File: config.mk
export PLATFORM = sky130hd
export DESIGN_NAME = exec_mult_seq
export DESIGN_NICKNAME = d
export VERILOG_FILES = /design/src/rtl/exec_mult_seq.sv
export SDC_FILE = /design/constraint.sdc
export NUM_CORES = 1
export LEC_CHECK = 0
export ABC_CLOCK_PERIOD_IN_PS = 4050
export CORE_MARGIN = 2
export CORE_UTILIZATION = 53
export DETAILED_ROUTE_END_ITERATION = 8
export PLACE_DENSITY = 0.85
export SETUP_SLACK_MARGIN = 0.1
export SLEW_MARGIN = 20
export SYNTH_ARGS = -nofsm -noshare
export SYNTH_HDL_FRONTEND = slang
export SYNTH_SLANG_ARGS = --single-unit
File: constraint.sdc
create_clock -name clk -period 4.05 [get_ports clk]
set_input_delay 1.0125 -clock clk [delete_from_list [all_inputs] [get_ports clk]]
set_output_delay 1.0125 -clock clk [all_outputs]
set_load 0.02 [all_outputs]
File: src/rtl/exec_mult_seq.sv
// exec_mult_seq: iterative shift-add multiplier for MUL/MULH in the execute stage.
// Operands are converted to magnitudes on acceptance, multiplied unsigned over
// WIDTH cycles, and the sign is restored when the product is retired.
module exec_mult_seq #(
    parameter int WIDTH = 16,
    parameter int CNT_W = 5
) (
    input  logic             clk,
    input  logic             rst,        // synchronous, active-low
    input  logic             start,
    input  logic             flush,
    input  logic             signed_op,
    input  logic             hi_sel,
    input  logic [WIDTH-1:0] op_a,
    input  logic [WIDTH-1:0] op_b,
    output logic             busy,
    output logic             stall,
    output logic             done,
    output logic [WIDTH-1:0] result,
    output logic             ofl
);

    typedef enum logic [1:0] {
        S_IDLE = 2'd0,
        S_RUN  = 2'd1,
        S_DONE = 2'd2
    } state_e;

    state_e             state_q, state_d;
    logic [WIDTH-1:0]   mcand_q, mcand_d;
    logic [WIDTH-1:0]   acc_q, acc_d;
    logic [WIDTH-1:0]   mplier_q, mplier_d;
    logic [CNT_W-1:0]   cnt_q, cnt_d;
    logic               neg_q, neg_d;
    logic               hi_q, hi_d;
    logic               sgn_q, sgn_d;
    logic [WIDTH-1:0]   result_q, result_d;
    logic               ofl_q, ofl_d;

    logic               accept;
    logic               last_iter;
    logic               sign_a, sign_b;
    logic [WIDTH-1:0]   mag_a, mag_b;
    logic [WIDTH:0]     step_sum;
    logic [WIDTH-1:0]   acc_next, mplier_next;
    logic [2*WIDTH-1:0] prod_mag, prod;
    logic               prod_ofl;

    // A new op is taken only from IDLE, and a simultaneous flush rejects it.
    assign accept    = (state_q == S_IDLE) && start && !flush;
    assign last_iter = (state_q == S_RUN) && (cnt_q == CNT_W'(WIDTH - 1));

    // State register.
    always_ff @(posedge clk) begin
        // NOTE: sequential state uses non-blocking (<=) so every register samples
        // pre-edge values; blocking here would create order-dependent races.
        if (!rst) begin
            state_q <= S_IDLE;
        end else begin
            state_q <= state_d;
        end
    end

    // Next-state and control outputs.
    always_comb begin
        // NOTE: every signal gets a default before the case so no path leaves it
        // unassigned, which would otherwise infer a latch.
        state_d = state_q;
        stall   = accept || (state_q == S_RUN);
        busy    = (state_q != S_IDLE);
        done    = (state_q == S_DONE) && !flush;
        unique case (state_q)
            S_IDLE: if (accept) state_d = S_RUN;
            S_RUN: begin
                if (flush)          state_d = S_IDLE;
                else if (last_iter) state_d = S_DONE;
            end
            S_DONE:  state_d = S_IDLE;
            default: state_d = S_IDLE;
        endcase
    end

    // Operand conditioning, one shift-add step, and final sign/half selection.
    always_comb begin
        sign_a   = signed_op && op_a[WIDTH-1];
        sign_b   = signed_op && op_b[WIDTH-1];
        mag_a    = sign_a ? -op_a : op_a;
        mag_b    = sign_b ? -op_b : op_b;

        // Carry of the (W+1)-bit add shifts into the top of the accumulator.
        step_sum    = {1'b0, acc_q} + (mplier_q[0] ? {1'b0, mcand_q} : '0);
        acc_next    = step_sum[WIDTH:1];
        mplier_next = {step_sum[0], mplier_q[WIDTH-1:1]};

        prod_mag = {acc_next, mplier_next};
        prod     = neg_q ? -prod_mag : prod_mag;
        prod_ofl = sgn_q ? (prod[2*WIDTH-1:WIDTH] != {WIDTH{prod[WIDTH-1]}})
                         : (|prod[2*WIDTH-1:WIDTH]);

        mcand_d  = mcand_q;
        acc_d    = acc_q;
        mplier_d = mplier_q;
        cnt_d    = cnt_q;
        neg_d    = neg_q;
        hi_d     = hi_q;
        sgn_d    = sgn_q;
        result_d = result_q;
        ofl_d    = ofl_q;

        if (accept) begin
            mcand_d  = mag_a;
            mplier_d = mag_b;
            acc_d    = '0;
            cnt_d    = '0;
            neg_d    = sign_a ^ sign_b;
            hi_d     = hi_sel;
            sgn_d    = signed_op;
        end else if (state_q == S_RUN && !flush) begin
            acc_d    = acc_next;
            mplier_d = mplier_next;
            cnt_d    = cnt_q + CNT_W'(1);
            // Product is registered on the final step so it is stable in DONE
            // and holds afterwards.
            if (last_iter) begin
                result_d = hi_q ? prod[2*WIDTH-1:WIDTH] : prod[WIDTH-1:0];
                ofl_d    = prod_ofl;
            end
        end
    end

    // Datapath registers.
    always_ff @(posedge clk) begin
        if (!rst) begin
            mcand_q  <= '0;
            acc_q    <= '0;
            mplier_q <= '0;
            cnt_q    <= '0;
            neg_q    <= 1'b0;
            hi_q     <= 1'b0;
            sgn_q    <= 1'b0;
            result_q <= '0;
            ofl_q    <= 1'b0;
        end else begin
            mcand_q  <= mcand_d;
            acc_q    <= acc_d;
            mplier_q <= mplier_d;
            cnt_q    <= cnt_d;
            neg_q    <= neg_d;
            hi_q     <= hi_d;
            sgn_q    <= sgn_d;
            result_q <= result_d;
            ofl_q    <= ofl_d;
        end
    end

    assign result = result_q;
    assign ofl    = ofl_q;

endmodule

==> results of run 1 <==
==> cell families after synthesis <==
| logic type | Yosys count | share of synthesized area |
|---|---|---|
| fa+ha+maj | 22 | 0.0494 |
| flops | 75 | 0.262 |
| compound gates | 222 | 0.272 |
| simple gates | 290 | 0.260 |
| xor+xnor | 71 | 0.109 |
| buf+inv | 60 | 0.0408 |
| mux | 4 | 0.00721 |
==> layout make-up <==
class / instances / share of cell area
Multi-Input combinational cell: 609 / 0.604
Sequential cell: 75 / 0.217
Timing Repair Buffer: 90 / 0.118
Tap cell: 136 / 0.0245
Clock buffer: 9 / 0.0178
Clock inverter: 7 / 0.0110
Inverter: 14 / 0.00757
==> worst max-delay path, delay by kind of cell, from the launching register on <==
family,cells,cell delay [ns]
XOR/XNOR,1,0.37
AND/OR/NAND/NOR,3,0.83
flip-flops,1,0.34
adder cells (fa/ha/maj),2,0.78
AO/OA/AOI/OAI,6,1.41
buffers and inverters,1,0.07
==> worst paths after layout <==
check                                  from  endpoint  cells after the start
worst max-delay path            mplier_q[0]       ofl                     13
worst min-delay path               acc_q[4]  acc_q[4]                      2
worst max register to register  mplier_q[0]       ofl                     13
worst min register to register     acc_q[4]  acc_q[4]                      2
==> power groups by stage <==
stage / logic [mW] / clock network [mW] / registers [mW]
after global placement: 0.366 / 0 / 0.803
after global routing: 0.448 / 0.645 / 0.792
final: 0.413 / 0.609 / 0.789
after CTS: 0.378 / 0.615 / 0.787
after floorplan: 0.263 / 0 / 0.793
after detailed placement: 0.376 / 0 / 0.804
==> repair_timing <==
item                                    in CTS  in global routing
hold endpoints to repair                     0                  0
endpoints found under the setup margin       0                  2
buffers inserted                             0                 11
resized for setup                            0                 34
==> registers in the layout, indices dropped and copies added (netlist names) <==
name and cells:
state_q 2, sgn_q 1, mcand_q 16, hi_q 1
cnt_q 5, mplier_q 16, result 16, acc_q 16
neg_q 1, ofl 1
==> layer usage <==
| layer | GRT usage | wire length [µm] | up-vias |
|---|---|---|---|
| li1 | - | - | 2781 |
| met5 | 0 | 0 | - |
| met3 | 0.0332 | 906 | 32 |
| met4 | 0.120 | 380 | 0 |
| met2 | 0.439 | 7540 | 223 |
| met1 | 0.357 | 6930 | 2676 |
==> cell usage after synthesis (all sizes together), types with 13 or more instances <==
cell	n
nand2	93
dfxtp	75
nor2	55
o21ai	50
and2	44
clkbuf	41
xnor2	39
a21oi	38
xor2	32
a211oi	22
ha	21
inv	14
nand3	14
nor2b	14
a22oi	13
nand2b	13
==> per-stage QoR <==
step	power (mW)	worst slack (ns)	cell area, µm²	instances
after CTS	1.78	0.130	6660	929
after global placement	1.17	0.275	6460	913
after floorplan	1.06	0.130	5730	744
after detailed placement	1.18	0.136	6460	913
final	1.81	0.137	6940	940
after global routing	1.88	0.00541	6940	940
==> flow_summary_export.csv, run 1 <==
group,metric,value,unit
status,status,"completed",
power,leakage,2.67,nW
setup_path,reg2reg_slack,0.14,ns
synth,synth_top_area_cell,"dfxtp_1",
timing,tightest_slew,0.874,ns
cts,h-tree-depth,3,
cts,cts.sinks,75,
floorplan,core_area,0.0104,mm²
timing,rsz0062_at_grt,"false",
detailed_routing,wirelength,15800,µm
detailed_routing,drcViolationCount,0,
setup_path,slowest_delay,0.60,ns
power,p_int,1.23,mW
global_route,grt_pass1_vias,5227,
synth,yosys.area.top_type_share,0.262,
finish,layout-drive-gt1-share,0.118,
setup_path,crit_chain,"and2_1, ha_2, inv_1, fa_2, or4b_4, nor2_4, o2111ai_2, a2111o_1, o41ai_2, xor2_1, o2111ai_1, a2111oi_2, a211oi_1",
synth,synth_edf_count,0,
timing,finalHoldViolCount,0,
setup_path,start_kind,"flip-flop",
power,power_frac_seq,0.435,
setup_path,cp.arrival,4.16,ns
global_route,grt_start_max_net_pins,38,
cts,cts_hold_buf,0,
power,switchingPower,0.580,mW
cts,clock_latency,0.38,ns
floorplan,start_util,0.550,
min_path,hold_path.class,"reg -> reg",
setup_path,crit_slowest_cell,"fa_2",
detailed_routing,postRouteAntennaNets,0,
synth,avgSynthCellArea,7.70,µm²
detailed_routing,drtPass1Iterations,5,
power,switching_share,0.320,
floorplan,die_h,108,µm
power,p_comb_frac,0.228,
setup_path,crit_required,4.30,ns
cts,cts_buffers,9,
placement,numPortBuffers,57,
floorplan,rows,37,
finish,final_cell_mix,"93 x nand2_1, 74 x dfxtp_1, 57 x clkdlybuf4s50_1, 52 x nor2_1, 45 x o21ai_0",
detailed_routing,initialDrtViolationCount,405,
floorplan,die_w,108,µm
global_route,antenna_found_initial,0,
synth,synth_nets,804,
detailed_routing,viasPerCell,6.08,
synth,ys_async_sr_fraction,0,
timing,fin_skew,0.0130,ns
timing,slew_viol_final,0,
setup_path,worstSetupPathType,"reg -> reg",
detailed_routing,num_vias,5712,
finish,postLayoutCoreUtil,0.666,
flow_run,drv_cap,0,
synth,synth_cell_type_count,71,
synth,ys_warn_count,0,
synth,synth_flop_cell,"dfxtp_1",
global_route,grt_pass1_wl,24900,µm
timing,fin_crit_sh,0.966,
finish,layout_commonest_cell,"nand2_1",
timing,tns,0,ns
timing,setup-violations-final,0,
global_route,track_usage,0.269,
setup_path,crit_fanout,6,
finish,nets,859,
finish,area.growth.synth_to_final,21.2,%
cts,clk_pin_slew,0.09,ns
floorplan,pin_count,58,
finish,fillers,848,
cts,cts-root-buf,"clkbuf_8",
synth,synth_area_leaders,"dfxtp_1 26%, nand2_1 6.1%, xnor2_1 6.0%",
finish,ff_latch_area,0.00150,mm²
placement,gp_congestion,0.966,
setup_path,endpoint_kind,"flip-flop",
synth,syn_inst,744,
timing,fmax,0.256,GHz
timing,relSlewSlack,0.416,
synth,netlist_area,0.00573,mm²
finish,multiInputGateArea,0.00419,mm²
floorplan,die-area,0.0117,mm²
power,irDropWorstVdd,0.000148,V
power,power_density,261,mW/mm²
timing,worst_hold_slack,0.470,ns
detailed_routing,wl_per_cell,16.8,µm
finish,diodes,0,
synth,ys_ff_latch,75,
synth,seq_area_frac_synth,0.262,
timing,min_period,3.91,ns
power,pwr-share-clk,0.337,
cts,clockBufferDepth,2,
placement,place_hpwl,11800,µm
cts,cts_tree,"done",
global_route,grt_overflow,0,
Note: power is estimated with default switching activity, not from simulation.
==> run 2, diff against run 1 <==
- ABC_CLOCK_PERIOD_IN_PS: 4050 -> 5000
- CORE_UTILIZATION: 53 -> 55
- PLACE_DENSITY: 0.85 -> 0.78
- clock period: 4.05 -> 5 ns (I/O delays scaled with it)
==> run 2 against run 1 <==
Compared with the run above: critical path depth fell by 9; cell count fell by 2.9%; non-clock buffer count fell by 27; global-route usage fell by 0.16 points; register-to-register slack improved by 0.54 ns; sequential power fell by 19%; hold slack got worse by 0.0062 ns; total power fell by 21%; clock-buffer cell count rose by 2; largest cell class unchanged.
==> flow_summary_export.csv, run 2 (synthesis results as in run 1) <==
group,metric,value,unit
global_route,antenna_found_initial,0,
floorplan,die_w,106,µm
detailed_routing,num_vias,5444,
timing,rsz0062_at_grt,"false",
placement,pre_cts_ws,0.666,ns
cts,cts_buffers,9,
floorplan,die_h,106,µm
global_route,grt_start_max_net_pins,56,
global_route,grt_pass1_vias,5097,
power,power_density,219,mW/mm²
flow_run,drv_cap,0,
placement,dp.cells,897,
setup_path,slowest_delay,0.66,ns
setup_path,cpMostUsedCell,"clkdlybuf4s50_1",
placement,gp_congestion,0.967,
cts,cts_resized,0,
finish,fillers,922,
min_path,hold_path.class,"reg -> reg",
timing,fin_ws,0.659,ns
cts,cts-root-buf,"clkbuf_8",
floorplan,core_area,0.0102,mm²
timing,fmax,0.230,GHz
cts,clockBufferDepth,2,
timing,worst_hold_slack,0.464,ns
timing,fin_skew,0.0113,ns
setup_path,crit_required,3.75,ns
timing,setup-violations-final,0,
timing,tns,0,ns
global_route,grt_overflow,0,
power,p_total,1.44,mW
global_route,track_usage,0.268,
finish,multiInputGateArea,0.00400,mm²
setup_path,endpoint_kind,"primary output",
floorplan,die-area,0.0112,mm²
cts,cts_tree,"done",
finish,nets,832,
detailed_routing,viasPerCell,5.96,
cts,h-tree-depth,3,
finish,ff_latch_area,0.00150,mm²
detailed_routing,wirelength,14600,µm
status,status,"completed",
setup_path,start_kind,"primary input",
timing,slew_viol_final,0,
timing,finalHoldViolCount,0,
setup_path,crit_start,"flush",
setup_path,worstSetupPathType,"in -> out",
finish,postLayoutCoreUtil,0.640,
floorplan,pin_count,58,
power,leakage,2.50,nW
finish,diodes,0,
finish,stdcell_area,0.00655,mm²
cts,cts.repair_timing.setup_buffer_count,0,
cts,clock_latency,0.36,ns
cts,cts_hold_buf,0,
detailed_routing,wl_per_cell,16.0,µm
setup_path,crit_chain,"clkdlybuf4s50_1, or4b_2, nand2_1, clkdlybuf4s50_1",
floorplan,start_util,0.560,
placement,numPortBuffers,57,
setup_path,reg2reg_from,"mplier_q[0]",
timing,relSlewSlack,0.297,
finish,fin_cells,913,
timing,min_period,4.34,ns
finish,layout_commonest_cell,"nand2_1",
timing,tightest_slew,1.05,ns
floorplan,rows,37,
setup_path,crit_slowest_cell,"or4b_2",
cts,clk_pin_slew,0.09,ns
finish,layout-drive-gt1-share,0.0605,
placement,place_hpwl,11100,µm
detailed_routing,postRouteAntennaNets,0,
finish,area.growth.synth_to_final,14.4,%
setup_path,cp.arrival,3.09,ns
detailed_routing,drtPass1Iterations,7,
timing,fin_crit_sh,0.868,
min_path,hold_start,"acc_q[4]",
finish,final_cell_mix,"93 x nand2_1, 74 x dfxtp_1, 57 x clkdlybuf4s50_1, 52 x nor2_1, 48 x o21ai_0",
power,irDropWorstVdd,0.000123,V
global_route,grt_pass1_wl,24600,µm
detailed_routing,drcViolationCount,0,
cts,cts.sinks,75,
setup_path,crit_fanout,5,
detailed_routing,initialDrtViolationCount,303,
placement,placed_area,0.00634,mm²
-- run 2: path summary, 6_finish.rpt --
| check | end | slack [ns] | cells past startpoint |
|---|---|---|---|
| worst max-delay path | stall | 0.66 | 4 |
| worst min-delay path | acc_q[4] | 0.46 | 2 |
| worst max register to register | ofl | 0.68 | 13 |
| worst min register to register | acc_q[4] | 0.46 | 2 |
-- run 2: power breakdown --
group	leakage [nW]	internal [mW]	total, mW	switching, mW
Sequential	0.609	0.616	0.641	0.0249
Clock	0.102	0.259	0.502	0.244
Combinational	1.79	0.126	0.292	0.166
Total	2.50	1.00	1.44	0.434
-- run 2: cell type report --
cell class,instances,share of cell area
clock inverters,5,0.00897
repair buffers,63,0.0939
clock buffers,11,0.0231
flip-flops and latches,75,0.229
multi-input cells,609,0.611
well taps,136,0.0260
inverters,14,0.00802
-- run 2: metal layers --
layer  vias up  GRT usage  share of wire
li1       2728          -              -
met1      2543      0.374           0.47
met2       151      0.436           0.46
met3        22     0.0307          0.052
met4         0     0.0771          0.017
met5         -          0              0
-- run 2: worst max-delay path, delay by kind of cell --
kind	cells	cell delay (ns)
buffers and inverters	2	1.10
AND/OR/NAND/NOR	2	0.75
==> run 3, diff against run 2 <==
- CAP_MARGIN: default -> 30
- SETUP_SLACK_MARGIN: 0.1 -> default
==> run 3 against run 2 <==
Compared with the run above: clock skew increased by 0.0033 ns; routed wire length rose by 0.22%; first-iteration DRC count down 2.3%; critical endpoint unchanged; hold slack better by 0.0013 ns; die area is the same; cell count up 0.22%; clock power fell by 2%; setup slack improved by 0.0010 ns; largest power group unchanged; critical path depth unchanged.
==> flow_summary_export.csv, run 3 (synthesis results as in run 1) <==
group,metric,value,unit
finish,layout_commonest_cell,"nand2_1",
finish,multiInputGateArea,0.00400,mm²
setup_path,start_kind,"primary input",
timing,fin_crit_sh,0.868,
power,leakage,2.51,nW
timing,min_period,4.34,ns
setup_path,worstSetupPathType,"in -> out",
floorplan,rows,37,
cts,cts_tree,"done",
detailed_routing,viasPerCell,5.97,
timing,tightest_slew,0.873,ns
setup_path,crit_slowest_cell,"or4b_2",
cts,clockBufferDepth,2,
power,switchingPower,0.438,mW
power,p_comb_frac,0.207,
timing,slew_viol_final,0,
setup_path,endpoint_kind,"primary output",
detailed_routing,wirelength,14600,µm
global_route,grt_start_max_net_pins,56,
floorplan,die-area,0.0112,mm²
placement,placed_area,0.00636,mm²
floorplan,core_area,0.0102,mm²
placement,gp_congestion,0.967,
cts,cts.sinks,75,
floorplan,pin_count,58,
floorplan,die_w,106,µm
finish,nets,834,
timing,fin_ws,0.660,ns
cts,h-tree-depth,3,
placement,pre_cts_ws,0.673,ns
placement,numPortBuffers,57,
detailed_routing,postRouteAntennaNets,0,
power,p_int,0.987,mW
detailed_routing,wl_per_cell,16.0,µm
power,power_density,217,mW/mm²
cts,cts_resized,0,
global_route,grt_overflow,0,
floorplan,die_h,106,µm
power,switching_share,0.308,
status,status,"completed",
finish,ff_latch_area,0.00150,mm²
cts,cts.repair_timing.setup_buffer_count,0,
timing,fin_skew,0.0145,ns
finish,layout-drive-gt1-share,0.0616,
finish,fillers,936,
cts,cts_hold_buf,0,
power,pwr-share-clk,0.345,
placement,place_hpwl,11100,µm
cts,clk_pin_slew,0.08,ns
timing,setup-violations-final,0,
global_route,grt_pass1_vias,5086,
global_route,antenna_found_initial,0,
power,irDropWorstVdd,0.000121,V
finish,area.growth.synth_to_final,14.6,%
setup_path,path_buf_inv,2,
cts,cts-root-buf,"clkbuf_8",
timing,fmax,0.230,GHz
min_path,hold_path.class,"reg -> reg",
finish,final_cell_mix,"93 x nand2_1, 75 x dfxtp_1, 57 x clkdlybuf4s50_1, 52 x nor2_1, 48 x o21ai_0",
setup_path,crit_required,3.75,ns
finish,stdcell_area,0.00656,mm²
setup_path,crit_fanout,5,
setup_path,cp.arrival,3.09,ns
setup_path,cp_top_family,"buffers and inverters",
setup_path,cpMostUsedCell,"clkdlybuf4s50_1",
cts,cts_buffers,9,
floorplan,start_util,0.560,
finish,diodes,0,
timing,rsz0062_at_grt,"false",
timing,worst_hold_slack,0.465,ns
cts,clock_latency,0.37,ns
setup_path,crit_chain,"clkdlybuf4s50_1, or4b_2, nand2_1, clkdlybuf4s50_1",
timing,tns,0,ns
setup_path,slowest_delay,0.65,ns
finish,fin_cells,915,
timing,finalHoldViolCount,0,
global_route,grt_pass1_wl,24400,µm
placement,dp.cells,898,
detailed_routing,num_vias,5464,
power,power_frac_seq,0.449,
detailed_routing,drcViolationCount,0,
global_route,track_usage,0.267,
flow_run,drv_cap,0,
timing,relSlewSlack,0.417,
detailed_routing,initialDrtViolationCount,296,
detailed_routing,drtPass1Iterations,5,
[run 3: power by group through the flow]
stage,clock network [mW],logic (mW),registers (mW)
after floorplan,0,0.213,0.643
after detailed placement,0,0.291,0.653
final,0.491,0.295,0.640
after global routing,0.522,0.325,0.643
after CTS,0.495,0.293,0.639
after global placement,0,0.282,0.653
[run 3: through the flow]
stage                      util  total power, mW
after CTS                 0.641             1.43
after global routing      0.641             1.49
after global placement    0.620            0.935
after floorplan               -            0.856
final                     0.641             1.43
after detailed placement  0.621            0.944
[run 3: path summary, 6_finish.rpt]
check / cells past startpoint / end / start / slack, ns
setup / recovery: 4 / stall / flush / 0.66
hold / removal: 2 / mcand_q[0] / mcand_q[0] / 0.47
setup reg to reg: 14 / ofl / mplier_q[0] / 0.72
hold reg to reg: 2 / mcand_q[0] / mcand_q[0] / 0.47
[run 3: metal layers]
metal  up-vias  part of all wire  track usage
met3        27             0.045       0.0362
met1      2543              0.48        0.362
met4         0             0.019       0.0836
met5         -                 0            0
li1       2730                 -            -
met2       164              0.46        0.440
[run 3: area by class of cell]
type / count / share of cell area
tap: 136 / 0.0259
timing repair buffer: 65 / 0.0969
multi-input combinational: 609 / 0.610
sequential: 75 / 0.229
inverter: 14 / 0.00801
clock buffer: 10 / 0.0210
clock inverter: 6 / 0.00972
[run 3: tightest hold or removal path: stages, from the launching register on]
cell and delay, ns:
dfxtp_1 0.31, nand2_1 0.04, a21boi_0 0.06
